--- src/rtl/sram_pkg.sv ---
// sram_pkg
//   Shared definitions for the SRAM frame reader: default data and address
//   widths, SRAM strobe polarity constants and the reader FSM encoding.
//   No ports; imported by sram_rd_fifo and sram_frame_reader.
package sram_pkg;

  localparam int DEF_DW = 16;
  localparam int DEF_AW = 19;

  // SRAM strobes are active high.
  localparam logic SRAM_SEL_ON  = 1'b1;
  localparam logic SRAM_SEL_OFF = 1'b0;
  localparam logic SRAM_RD_ON   = 1'b1;
  localparam logic SRAM_RD_OFF  = 1'b0;
  localparam logic SRAM_WR_OFF  = 1'b0;

  typedef enum logic [1:0] {
    S_IDLE  = 2'd0,
    S_ISSUE = 2'd1,
    S_DRAIN = 2'd2,
    S_DONE  = 2'd3
  } rd_state_t;

endpackage

--- src/rtl/sram_rd_fifo.sv ---
// sram_rd_fifo
//   Synchronous FIFO that buffers returned SRAM words ahead of the pixel
//   stream. First-word-fall-through: head shows the oldest entry while the
//   FIFO is not empty.
// Ports
//   clk, rst    clock, synchronous active-high reset (empties the FIFO)
//   push        write push_data this cycle
//   push_data   word to store
//   pop         discard the head entry this cycle (never while empty)
//   head        oldest entry
//   empty       no entries stored
//   count       number of entries stored (0..DEPTH)
module sram_rd_fifo
  import sram_pkg::*;
#(
  parameter int DW    = DEF_DW,
  parameter int DEPTH = 4
) (
  input  logic                     clk,
  input  logic                     rst,
  input  logic                     push,
  input  logic [DW-1:0]            push_data,
  input  logic                     pop,
  output logic [DW-1:0]            head,
  output logic                     empty,
  output logic [$clog2(DEPTH):0]   count
);

  localparam int PW = $clog2(DEPTH);

  logic [DW-1:0] mem [DEPTH];
  logic [PW-1:0] wr_ptr;
  logic [PW-1:0] rd_ptr;
  logic          full;

  assign empty = (count == '0);
  assign full  = (count == (PW+1)'(DEPTH));
  assign head  = mem[rd_ptr];

  // Storage carries no reset; validity is tracked by count alone.
  always_ff @(posedge clk) begin
    if (push) begin
      mem[wr_ptr] <= push_data;
    end
  end

  // DEPTH is a power of two, so the pointers wrap naturally.
  always_ff @(posedge clk) begin
    if (rst) begin
      wr_ptr <= '0;
      rd_ptr <= '0;
      count  <= '0;
    end else begin
      if (push) begin
        wr_ptr <= wr_ptr + PW'(1);
      end
      if (pop) begin
        rd_ptr <= rd_ptr + PW'(1);
      end
      case ({push, pop})
        2'b10:   count <= count + (PW+1)'(1);
        2'b01:   count <= count - (PW+1)'(1);
        default: count <= count;
      endcase
    end
  end

  // The reader's credit scheme must never let these happen.
  a_no_overflow : assert property (@(posedge clk) disable iff (rst)
    !(push && full && !pop));
  a_no_underflow : assert property (@(posedge clk) disable iff (rst)
    !(pop && empty));

endmodule

--- src/rtl/sram_frame_reader.sv ---
// sram_frame_reader
//   Streams a full frame or a rectangular window out of the pixel SRAM.
//   Issues one read per cycle while credit is available, tracks the fixed
//   SRAM read latency with a valid shift register, and buffers returned
//   words in a FIFO feeding a valid/ready pixel stream.
// Ports
//   wclk, rst              clock, synchronous active-high reset (aborts a frame)
//   enable                 start request, sampled only while idle
//   base_addr, stride      frame base word address, words per line
//   x0, y0, win_w, win_h   window origin and size (latched at start)
//   selec_out_sram         SRAM chip select
//   write_out_sram         SRAM write strobe, always inactive
//   read_out_sram          SRAM read strobe, one word per cycle
//   addr_wr_out_sram       SRAM word address
//   data_wr_out_out_sram   SRAM read data, valid READ_LAT cycles after the strobe
//   pix_data, pix_valid    output pixel stream (FIFO head)
//   pix_ready              consumer accepts on pix_valid & pix_ready
//   busy                   high while a frame is being read or drained
//   frame_done             one-cycle pulse after the last pixel is accepted
// Stream handshake: a pixel transfers on any cycle where pix_valid and
// pix_ready are both high; once pix_valid rises it stays high and pix_data
// stays stable until that transfer happens.
module sram_frame_reader
  import sram_pkg::*;
#(
  parameter int DW         = DEF_DW,
  parameter int AW         = DEF_AW,
  parameter int CW         = 10,
  parameter int READ_LAT   = 2,
  parameter int FIFO_DEPTH = 4
) (
  input  logic          wclk,
  input  logic          rst,
  input  logic          enable,
  input  logic [AW-1:0] base_addr,
  input  logic [AW-1:0] stride,
  input  logic [CW-1:0] x0,
  input  logic [CW-1:0] y0,
  input  logic [CW-1:0] win_w,
  input  logic [CW-1:0] win_h,
  output logic          selec_out_sram,
  output logic          write_out_sram,
  output logic          read_out_sram,
  output logic [AW-1:0] addr_wr_out_sram,
  input  logic [DW-1:0] data_wr_out_out_sram,
  output logic [DW-1:0] pix_data,
  output logic          pix_valid,
  input  logic          pix_ready,
  output logic          busy,
  output logic          frame_done
);

  localparam int CNT_W = $clog2(FIFO_DEPTH) + 1;
  localparam logic [CNT_W:0] DEPTH_LIM = (CNT_W+1)'(FIFO_DEPTH);

  rd_state_t state;
  rd_state_t next_state;

  // Latched frame configuration and walk counters
  logic [AW-1:0]       stride_q;
  logic [CW-1:0]       win_w_q;
  logic [CW-1:0]       win_h_q;
  logic [AW-1:0]       line_addr;
  logic [CW-1:0]       col;
  logic [CW-1:0]       row;
  logic [AW-1:0]       origin;

  // Latency tracking and credit
  logic [READ_LAT-1:0] lat_pipe;
  logic                ret;
  logic [CNT_W-1:0]    outstanding;
  logic [CNT_W-1:0]    fifo_count;
  logic                credit;

  logic                start;
  logic                issue;
  logic                col_last;
  logic                row_last;
  logic                last_word;

  logic [DW-1:0]       fifo_head;
  logic                fifo_empty;
  logic                pop;

  // Window origin; y0*stride is only evaluated in the idle->issue cycle.
  assign origin = base_addr + AW'(y0) * stride + AW'(x0);

  assign col_last  = (col == win_w_q - CW'(1));
  assign row_last  = (row == win_h_q - CW'(1));
  assign last_word = col_last && row_last;

  // The word emerging from the latency pipe is written into the FIFO.
  assign ret = lat_pipe[READ_LAT-1];

  // Every in-flight read already owns a FIFO slot, so a push can never
  // find the FIFO full. Pops in the same cycle are not credited back early.
  assign credit = ({1'b0, outstanding} + {1'b0, fifo_count}) < DEPTH_LIM;

  assign pix_valid = !fifo_empty;
  assign pix_data  = pix_valid ? fifo_head : '0;
  assign pop       = pix_valid && pix_ready;

  assign write_out_sram = SRAM_WR_OFF;

  always_ff @(posedge wclk) begin
    if (rst) begin
      state <= S_IDLE;
    end else begin
      state <= next_state;
    end
  end

  always_comb begin
    next_state       = state;
    start            = 1'b0;
    issue            = 1'b0;
    busy             = 1'b0;
    read_out_sram    = SRAM_RD_OFF;
    selec_out_sram   = SRAM_SEL_OFF;
    addr_wr_out_sram = '0;
    case (state)
      S_IDLE: begin
        if (enable) begin
          start = 1'b1;
          if (win_w == '0 || win_h == '0) begin
            next_state = S_DONE;
          end else begin
            next_state = S_ISSUE;
          end
        end
      end
      S_ISSUE: begin
        busy = 1'b1;
        // Address is held on stall cycles because col only moves on issue.
        addr_wr_out_sram = line_addr + AW'(col);
        if (credit) begin
          issue          = 1'b1;
          read_out_sram  = SRAM_RD_ON;
          selec_out_sram = SRAM_SEL_ON;
          if (last_word) begin
            next_state = S_DRAIN;
          end
        end
      end
      S_DRAIN: begin
        busy = 1'b1;
        // An empty FIFO here means the final pixel has been handed over.
        if (outstanding == '0 && fifo_count == '0) begin
          next_state = S_DONE;
        end
      end
      S_DONE: begin
        next_state = S_IDLE;
      end
      default: begin
        next_state = S_IDLE;
      end
    endcase
  end

  always_ff @(posedge wclk) begin
    if (rst) begin
      stride_q    <= '0;
      win_w_q     <= '0;
      win_h_q     <= '0;
      line_addr   <= '0;
      col         <= '0;
      row         <= '0;
      lat_pipe    <= '0;
      outstanding <= '0;
      frame_done  <= 1'b0;
    end else begin
      // Registered so the pulse follows the S_DONE cycle.
      frame_done <= (state == S_DONE);
      lat_pipe   <= (lat_pipe << 1) | READ_LAT'(issue);

      case ({issue, ret})
        2'b10:   outstanding <= outstanding + CNT_W'(1);
        2'b01:   outstanding <= outstanding - CNT_W'(1);
        default: outstanding <= outstanding;
      endcase

      if (start) begin
        stride_q  <= stride;
        win_w_q   <= win_w;
        win_h_q   <= win_h;
        line_addr <= origin;
        col       <= '0;
        row       <= '0;
      end else if (issue) begin
        if (col_last) begin
          col       <= '0;
          row       <= row + CW'(1);
          line_addr <= line_addr + stride_q;
        end else begin
          col <= col + CW'(1);
        end
      end
    end
  end

  sram_rd_fifo #(
    .DW    (DW),
    .DEPTH (FIFO_DEPTH)
  ) u_fifo (
    .clk       (wclk),
    .rst       (rst),
    .push      (ret),
    .push_data (data_wr_out_out_sram),
    .pop       (pop),
    .head      (fifo_head),
    .empty     (fifo_empty),
    .count     (fifo_count)
  );

endmodule

--- config.mk ---
export PLATFORM = sky130hd
export DESIGN_NAME = sram_frame_reader
export DESIGN_NICKNAME = d
export VERILOG_FILES = /design/src/rtl/sram_pkg.sv /design/src/rtl/sram_rd_fifo.sv /design/src/rtl/sram_frame_reader.sv
export SDC_FILE = /design/constraint.sdc
export NUM_CORES = 1
export LEC_CHECK = 0
export ABC_CLOCK_PERIOD_IN_PS = 18220
export CORE_ASPECT_RATIO = 0.5
export CORE_MARGIN = 4
export CORE_UTILIZATION = 25
export CTS_CLUSTER_SIZE = 14
export DETAILED_ROUTE_END_ITERATION = 12
export PLACE_DENSITY_LB_ADDON = 0.2
export SLEW_MARGIN = 10
export SYNTH_ARGS = -nofsm -noshare
export SYNTH_HDL_FRONTEND = slang
export SYNTH_SLANG_ARGS = --single-unit
--- constraint.sdc ---
create_clock -name wclk -period 18.22 [get_ports wclk]
set_clock_uncertainty 0.1 [all_clocks]
set_input_delay 1.822 -clock wclk [delete_from_list [all_inputs] [get_ports wclk]]
set_output_delay 1.822 -clock wclk [all_outputs]
set_load 0.02 [all_outputs]
# ---- Word-level counts from Yosys, hierarchy flattened
# Memory sizes are Yosys's and may differ from the RTL's. A register that Yosys moved wholly into a read port is not among the register bits.
# Cells that the tools add are included.
# W data, S select, Z words.
dict set report classes {
  div 0
  n_lt_le_gt_ge 1
  eq_ne 13
  n_shift 0
  multipliers 1
  mux 23
  add_sub_neg 15
  bitwise 1
  reduce_logical 19
}
# operator count
set op_table {}
lappend op_table {{$mux W19} 4}
lappend op_table {{$add A19 B10 Y19} 2}
lappend op_table {{$add A19 B19 Y19} 2}
lappend op_table {{$add A10 B1 Y10 const B} 2}
lappend op_table {{$eq A10 B10 Y1} 2}
lappend op_table {{$logic_not A10 Y1} 2}
lappend op_table {{$sub A10 B1 Y10 const B} 2}
lappend op_table {{$mul A10 B19 Y19} 1}
lappend op_table {{$mux W16} 1}
lappend op_table {{$mux W2} 7}
lappend op_table {{$pmux W3 S2} 2}
lappend op_table {{$mux W10} 1}
lappend op_table {{$eq A2 B2 Y1 const B} 4}
lappend op_table {{$ne A2 B2 Y1 const B} 4}
lappend op_table {{$pmux W2 S4} 1}
lappend op_table {{$reduce_bool A2 Y1} 4}
lappend op_table {{$mux W1} 7}
lappend op_table {{$add A3 B1 Y3 const B} 2}
lappend op_table {{$eq A2 B1 Y1 const B} 3}
lappend op_table {{$logic_not A3 Y1} 2}
lappend op_table {{$sub A3 B1 Y3 const B} 2}
lappend op_table {{$add A2 B1 Y2 const B} 2}
lappend op_table {{$add A3 B3 Y4} 1}
lappend op_table {{$lt A4 B3 Y1 const B} 1}
lappend op_table {{other kinds (8)} 12}
dict set report word_totals {
  romBits 0
  wordCells 87
  reg_bits 93
  n_memories 1
  mem_bits_rw 64
  latchBits 0
}
# memory words word_bits rd rd_clocked_by_memory_dff write_ports line_no
set memory_table {}
lappend memory_table {u_fifo.mem 4 16 1 1 1 sram_rd_fifo.sv:31} ;# logic [DW-1:0] mem [DEPTH];

# ---- Longest topological paths before layout
# Gate-level depths: netlist of run 1.
dict set report depth {
  depth_word 6
  mapped_depth 21
}

# ---- Hierarchy
# From an unflattened synthesis of run 1, not the netlist that was laid out.
dict set report hier_totals {
  cells_unflattened 1473
  hier_area_um2 13618.1
}
# mod seq_area_each_um2 instances area_per_inst_um2 cells_each
set by_module_without_submodules {}
lappend by_module_without_submodules {sram_frame_reader 1721.7 1 10844.2 1343}
lappend by_module_without_submodules {sram_rd_fifo 2102.0 1 2773.9 130}

# ---- Worst setup path after synthesis of run 1
# Ideal clock, no wire load.
dict set report synth_timing {
  kind {input port to flip-flop}
  start {in y0[1]}
  end {reg line_addr[17]}
  arrival_time_ps 7184
  n_path_buf 2
  setup_ps 137
  path_stages 19
  setup_slack_ps 10799
  path_cell_list {clkbuf_1 -> clkbuf_1 -> nand2_1 -> fa_1 -> fa_1 -> inv_1 -> fa_1 -> fa_1 -> inv_1 -> fa_1 -> inv_1 -> ha_1 -> a21o_1 -> o41ai_1 -> o21ai_0 -> a31o_2 -> a2111o_1 -> a31oi_1 -> a211oi_1}
}
dict set report synth_between {
  elab_chain_cells 4
}
# item line_no
set synth_lines {}
lappend synth_lines {{start: declaration} sram_frame_reader.sv:38} ;# input logic [CW-1:0] y0,
lappend synth_lines {{$mul A10 B19 Y19} sram_frame_reader.sv:86} ;# assign origin = base_addr + AW'(y0) * stride + AW'(x0);
lappend synth_lines {{$add A19 B19 Y19} sram_frame_reader.sv:86}
lappend synth_lines {{$add A19 B10 Y19} sram_frame_reader.sv:86}
lappend synth_lines {{$mux W19} sram_frame_reader.sv:183} ;# if (start) begin
lappend synth_lines {{end signal: assignment} sram_frame_reader.sv:187} ;# line_addr <= origin;
lappend synth_lines {{end signal: assignment} sram_frame_reader.sv:194} ;# line_addr <= line_addr + stride_q;
lappend synth_lines {{end: declaration} sram_frame_reader.sv:63} ;# logic [AW-1:0] line_addr;
# Every way passes these cells.
# A chain may end at the register's enable or synchronous reset.

# ---- Final worst setup path of run 1
# Same ends and word-level chain as after synthesis.

==> results_dict.tcl, run 1 <==
set metrics [dict create \
    die_h_um 173 \
    total_power_mw 2.19 \
    power_switching_mw 0.984 \
    final_hold_viol_count 0 \
    r2r_slack_ns 14.76 \
    cts_tree "yes" \
    power_switching_share_pct 44.9 \
    min_period_ns 7.83 \
    drive_above_1_share_pct 4.65 \
    routabilityCongestion 0.783 \
    drcViolationCount 0 \
    use_met2_pct 23.2 \
    holdPathStages 1 \
    cts_resized 0 \
    rows 60 \
    wirelength_um 35400 \
    synth_area_um2 13600 \
    cp.required_ns 18.41 \
    min_from "lat_pipe[0]" \
    setup_violations 0 \
    root_buffer "clkbuf_16" \
    yosysUniqueCellTypes 74 \
    critPathBufInv 4 \
    cap_violations 0 \
    worstSetupEndpointType "flip-flop" \
    start_kind "input pin" \
    mostFrequentLayoutCell "nand2_1" \
    clock_latency_ns 0.45 \
    reg2reg_depth 10 \
    cts_setup_buffers 0 \
    pwr-share-comb_pct 63.2 \
    outcome "completed" \
    drt-initial-drc-count 425 \
    antenna_found_initial 0 \
    ioPinCount 139 \
    ctsHoldBuffers 0 \
    mostFrequentLayoutCells "nand2_1, inv_1, clkdlybuf4s50_1" \
    drv_slew 0 \
    grt.overflow.total 0 \
    port_buffers 137 \
    clockPowerShare_pct 16.0 \
    regToRegEndpoint "col[6]" \
    synthFlopType "dfxtp_1" \
    gr-usage-all-layers_pct 12.7 \
    crit_slowest_cell "clkdlybuf4s50_1" \
    seq_power_share_pct 20.8 \
    crit_path_max_incr_delay_ns 0.99 \
    fp.dieArea_um2 58300 \
    rsz0062_at_grt "false" \
    initial_utilization_pct 25.3 \
    via_per_inst 4.39 \
    cp_max_fo 18 \
    top_usage_layer "met2" \
    arrival_ns 8.02 \
    cp_common_cell "fa_1" \
    ir_worst_vdd_mv 0.103 \
    antenna_cells 0 \
    ant_nets 0 \
    reg2reg_from "win_w_q[0]" \
    cts.sinks 159 \
    area_delta_synth_final_pct 19.0 \
    p_leak_nw 6.53 \
    holdPathEnd "lat_pipe[1]" \
    path_class "input pin to flip-flop" \
    fin_setup_tns_ns 0 \
    ys_warn_count 0 \
    hold_class "flip-flop to flip-flop" \
    postSynthAreaPerCell_um2 9.41 \
    slew_headroom_pct 36.0 \
    use_met1_pct 16.0 \
    htreeDepth 4 \
    intPower_mw 1.21 \
    use_met3_pct 2.12 \
    grt_max_degree 66 \
    p_per_area_nw_per_um2 136 \
    mappedNetlistNets 1751 \
    core_area_um2 53700 \
    hpwl_um 27300 \
    synth_cells 1441 \
    cp_cell_sequence "clkdlybuf4s50_1, nand2_1, fa_1, fa_1, inv_1, fa_1, fa_1, inv_1, fa_1, inv_1, ha_1, a21o_1, o41ai_1, o21ai_0, a31o_2, a2111o_1, a31oi_1, a211oi_1" \
    seq_area_frac_synth_pct 28.2 \
    clk_pin_slew_worst_paths_ns 0.07 \
    synthArstFlopShare_pct 0 \
    nets 1846 \
    die-width_um 337 \
    fin_crit_sh_pct 43.0 \
    worst_slew_pin_slew_ns 0.936 \
    drt_first_pass_iters 4 \
    fmax_mhz 128 \
    ys_ff_latch 159 \
    vias 9941 \
    grt_pass1_vias 10500 \
    fillerInstances 5661 \
    clk_path_buf_depth 2 \
    wl_per_cell_um 15.7 \
    grt_pass1_wl_um 58200 \
    cts_buffers 17 \
    critPathTopFamily "adder cells" \
    synth_edf_count 64 \
]
[layout make-up]
type	instances	area (um^2)	area share, %
timing repair buffer	142	1400	8.70
tap	713	892	5.53
multi-input combinational	1039	8780	54.4
clock buffer	17	425	2.64
inverter	177	664	4.12
clock inverter	15	148	0.915
sequential	159	3820	23.7
[kinds of logic after synthesis]
kind of cell	after synthesis	synth area share, %
AOI/OAI and AO/OA	204	9.58
xor gates and xnor gates	100	6.57
adders and majority gates	212	26.5
buffers and inverters	243	7.07
DFF	159	28.2
muxes	36	4.13
other	1	0.0277
and+or+nand+nor	486	17.9
[flip-flops by register name, summed over array words and instances (netlist names), named ones only]
name           count
col               10
frame_done         1
lat_pipe           2
line_addr         19
outstanding        3
row               10
state              2
stride_q          19
u_fifo.count       3
u_fifo.mem        64
u_fifo.rd_ptr      2
u_fifo.wr_ptr      2
win_h_q           10
win_w_q           10
[layer usage]
layer | wire length (um) | vias up
met5 | 0 | -
met4 | 214 | 0
met3 | 863 | 15
met2 | 18100 | 77
met1 | 16200 | 4882
li1 | - | 4967
[how the worst max path moves through the flow]
stage                     startpoint       endpoint  cells past startpoint  slack (ns)
after floorplan                y0[1]  line_addr[17]                     19       10.80
after global placement         y0[1]  line_addr[17]                     18        9.96
after detailed placement       y0[1]  line_addr[17]                     18        9.92
after CTS                      y0[1]  line_addr[17]                     18       10.39
after global routing           y0[1]  line_addr[17]                     18       10.04
final                          y0[1]  line_addr[17]                     18       10.39
[through the flow]
step / util, % / cells / cell area, um^2 / hold WS, ns / setup WS (ns)
after detailed placement: 29.0 / 2230 / 15600 / 0.333 / 9.92
after global routing: 30.1 / 2262 / 16100 / 0.366 / 10.04
final: 30.1 / 2262 / 16100 / 0.341 / 10.39
after global placement: 29.0 / 2230 / 15600 / 0.323 / 9.96
after CTS: 30.1 / 2262 / 16100 / 0.350 / 10.39
after floorplan: - / 1441 / 13600 / 0.314 / 10.80
[power groups by stage]
| stage | Sequential, mW | Clock, mW | Combinational [mW] |
|---|---|---|---|
| after floorplan | 0.449 | 0 | 1.05 |
| after global placement | 0.465 | 0 | 1.41 |
| after detailed placement | 0.466 | 0 | 1.41 |
| after CTS | 0.458 | 0.363 | 1.42 |
| after global routing | 0.463 | 0.378 | 1.60 |
| final | 0.456 | 0.350 | 1.39 |
[cell usage after synthesis (all sizes together) (3+ instances only)]
cell type / n / area (um^2)
inv: 176 / 661
ha: 87 / 1090
nor2b: 13 / 81.3
mux4: 16 / 360
nand3: 19 / 95.1
clkbuf: 52 / 195
xnor2: 63 / 567
nand3b: 3 / 22.5
a211oi: 17 / 128
nor3b: 3 / 22.5
o21bai: 7 / 52.6
nand2: 191 / 717
a31oi: 8 / 50.1
o21a: 6 / 45.0
a21o: 14 / 105
o31ai: 3 / 22.5
a221oi: 3 / 32.5
edfxtp: 64 / 1920
nor2: 65 / 244
dfxtp: 95 / 1900
nor3: 20 / 128
xor2: 37 / 324
o21ai: 30 / 150
a31o: 5 / 43.8
nand4: 14 / 87.6
or3: 13 / 86.3
and4: 3 / 26.3
and3: 10 / 62.6
a21boi: 4 / 30.0
nand2b: 11 / 68.8
fa: 125 / 2500
nor4: 10 / 83.8
a21oi: 81 / 405
o22ai: 4 / 25.0
mux2i: 20 / 200
and2: 104 / 651
buf: 14 / 98.8
[worst register-to-register path, delay by kind of cell, from the launching register on]
kind | cells | cell delay (ns)
flops | 1 | 0.37
simple gates | 6 | 2.37
compound gates | 2 | 0.27
fa+ha+maj | 1 | 0.15
buf+inv | 1 | 0.08
Power figures use the tool's default switching activity.
==> run 2: changes to the inputs <==
--- a/config.mk
+++ b/config.mk
@@ -5,7 +5,7 @@
 export SDC_FILE = /design/constraint.sdc
 export NUM_CORES = 1
 export LEC_CHECK = 0
-export ABC_CLOCK_PERIOD_IN_PS = 18220
+export ABC_CLOCK_PERIOD_IN_PS = 7300
 export CORE_ASPECT_RATIO = 0.5
 export CORE_MARGIN = 4
 export CORE_UTILIZATION = 25
==> constraint.sdc (replaced) <==
create_clock -name wclk -period 7.3 [get_ports wclk]
set_clock_uncertainty 0.1 [all_clocks]
set_input_delay 0.73 -clock wclk [delete_from_list [all_inputs] [get_ports wclk]]
set_output_delay 0.73 -clock wclk [all_outputs]
set_load 0.02 [all_outputs]
==> run 2 against run 1 <==
Count of clock-buffer cells in the layout did not move. Global-route usage down 0.21 points. Non-clock buffer count grew 16. Worst hold slack got worse by 0.0051 ns. Critical endpoint unchanged. Routed wire length shrank 1.2%. Die area is the same. Largest cell class unchanged.
==> results_dict.tcl, run 2 (synthesis gave the netlist of run 1 again) <==
set metrics [dict create \
    cts.sinks 159 \
    drv_slew 0 \
    final_hold_viol_count 0 \
    total_power_mw 5.51 \
    dpl_worst_slack_ns 0.261 \
    drt_first_pass_iters 4 \
    initial_utilization_pct 25.3 \
    seq_area_um2 3820 \
    min_from "lat_pipe[0]" \
    cp_max_fo 11 \
    ir_worst_vdd_mv 0.235 \
    fmax_mhz 153 \
    regMostFlops "u_fifo.mem" \
    rows 60 \
    ctsHoldBuffers 0 \
    multi_input_area_um2 8780 \
    port_buffers 137 \
    cts_tree "yes" \
    r2r_slack_ns 3.93 \
    arrival_ns 6.73 \
    setup_ws_ns 0.749 \
    ant_nets 0 \
    holdPathEnd "lat_pipe[1]" \
    hpwl_um 27300 \
    setup_violations 0 \
    antenna_cells 0 \
    largest_register_ffs 64 \
    min_period_ns 6.55 \
    outcome "completed" \
    grt_pass1_wl_um 57900 \
    grt_max_degree 66 \
    antenna_found_initial 0 \
    path_class "input pin to flip-flop" \
    start_kind "input pin" \
    reg2reg_from "win_w_q[0]" \
    wirelength_um 35000 \
    die_h_um 173 \
    holdPathStages 1 \
    reg2reg_depth 10 \
    routabilityCongestion 0.755 \
    hold_class "flip-flop to flip-flop" \
    worstSetupEndpointType "flip-flop" \
    cts_setup_buffers 0 \
    ioPinCount 139 \
    area_delta_synth_final_pct 20.1 \
    cp.required_ns 7.48 \
    cap_violations 0 \
    clk_pin_slew_worst_paths_ns 0.07 \
    drt-initial-drc-count 503 \
    rsz0062_at_grt "false" \
    die-width_um 337 \
    fp.dieArea_um2 58300 \
    fillerInstances 5691 \
    fin_setup_tns_ns 0 \
    mostFrequentLayoutCell "nand2_1" \
    core_area_um2 53700 \
    slew_headroom_pct 32.6 \
    nets 1862 \
    regToRegEndpoint "col[4]" \
    p_leak_nw 6.61 \
    drcViolationCount 0 \
    grt_pass1_vias 10700 \
    via_per_inst 4.38 \
    cts_resized 0 \
    worst_slew_pin_slew_ns 0.985 \
    wl_per_cell_um 15.4 \
    grt.overflow.total 0 \
    gr-usage-all-layers_pct 12.5 \
    clock_latency_ns 0.44 \
    mostFrequentLayoutCells "nand2_1, inv_1, clkdlybuf4s50_1" \
    root_buffer "clkbuf_16" \
    cts_buffers 17 \
    p_per_area_nw_per_um2 339 \
    fin_crit_sh_pct 89.7 \
    htreeDepth 4 \
    clk_path_buf_depth 2 \
    drive_above_1_share_pct 5.62 \
    vias 9983 \
    reg.largest.list "u_fifo.mem (64), line_addr (19), stride_q (19)" \
]
run 2: worst max-delay path, stage by stage:
cell	delay (ns)
clkdlybuf4s50_1	0.71
and2_1	0.30
fa_1	0.48
inv_1	0.06
fa_1	0.52
inv_1	0.05
fa_1	0.48
fa_1	0.54
inv_1	0.05
fa_1	0.52
inv_1	0.04
ha_1	0.35
a21o_1	0.23
o41ai_1	0.46
o21ai_0	0.23
a31o_2	0.31
a2111o_1	0.41
a31oi_1	0.17
a211oi_1	0.07
run 2: per-layer routing:
metal / track usage (%) / part of all wire (%)
met5: 0 / 0
met4: 2.21 / 0.78
met3: 1.78 / 2.4
met2: 23.0 / 51
met1: 15.7 / 45
run 2: area by class of cell:
type	count	share of cell area, %
multi-input combinational	1039	53.9
sequential	159	23.5
timing repair buffer	158	9.36
tap	713	5.48
inverter	177	4.08
clock buffer	17	2.61
clock inverter	15	1.03
run 2: power by group:
part	internal, mW	switching [mW]	total, mW
clock	0.489	0.422	0.911
sequential	1.03	0.109	1.14
combinational	1.53	1.93	3.46
total	3.05	2.46	5.51
run 2: worst max-delay path by stage:
stage,startpoint,to,slack (ns)
after floorplan,y0[1],line_addr[17],0.97
after CTS,stride[3],line_addr[17],0.72
final,stride[3],line_addr[17],0.75
after detailed placement,stride[3],line_addr[17],0.26
after global placement,stride[3],line_addr[17],0.33
after global routing,stride[3],line_addr[17],0.39
run 2: metrics by stage:
| stage | std cells | utilization, % | cell area [um^2] | hold slack (ns) |
|---|---|---|---|---|
| CTS | 2278 | 30.3 | 16300 | 0.342 |
| detailed placement | 2246 | 29.2 | 15700 | 0.324 |
| global placement | 2246 | 29.2 | 15700 | 0.317 |
| global route | 2278 | 30.3 | 16300 | 0.365 |
| finish | 2278 | 30.3 | 16300 | 0.336 |
| floorplan | 1441 | - | 13600 | 0.314 |
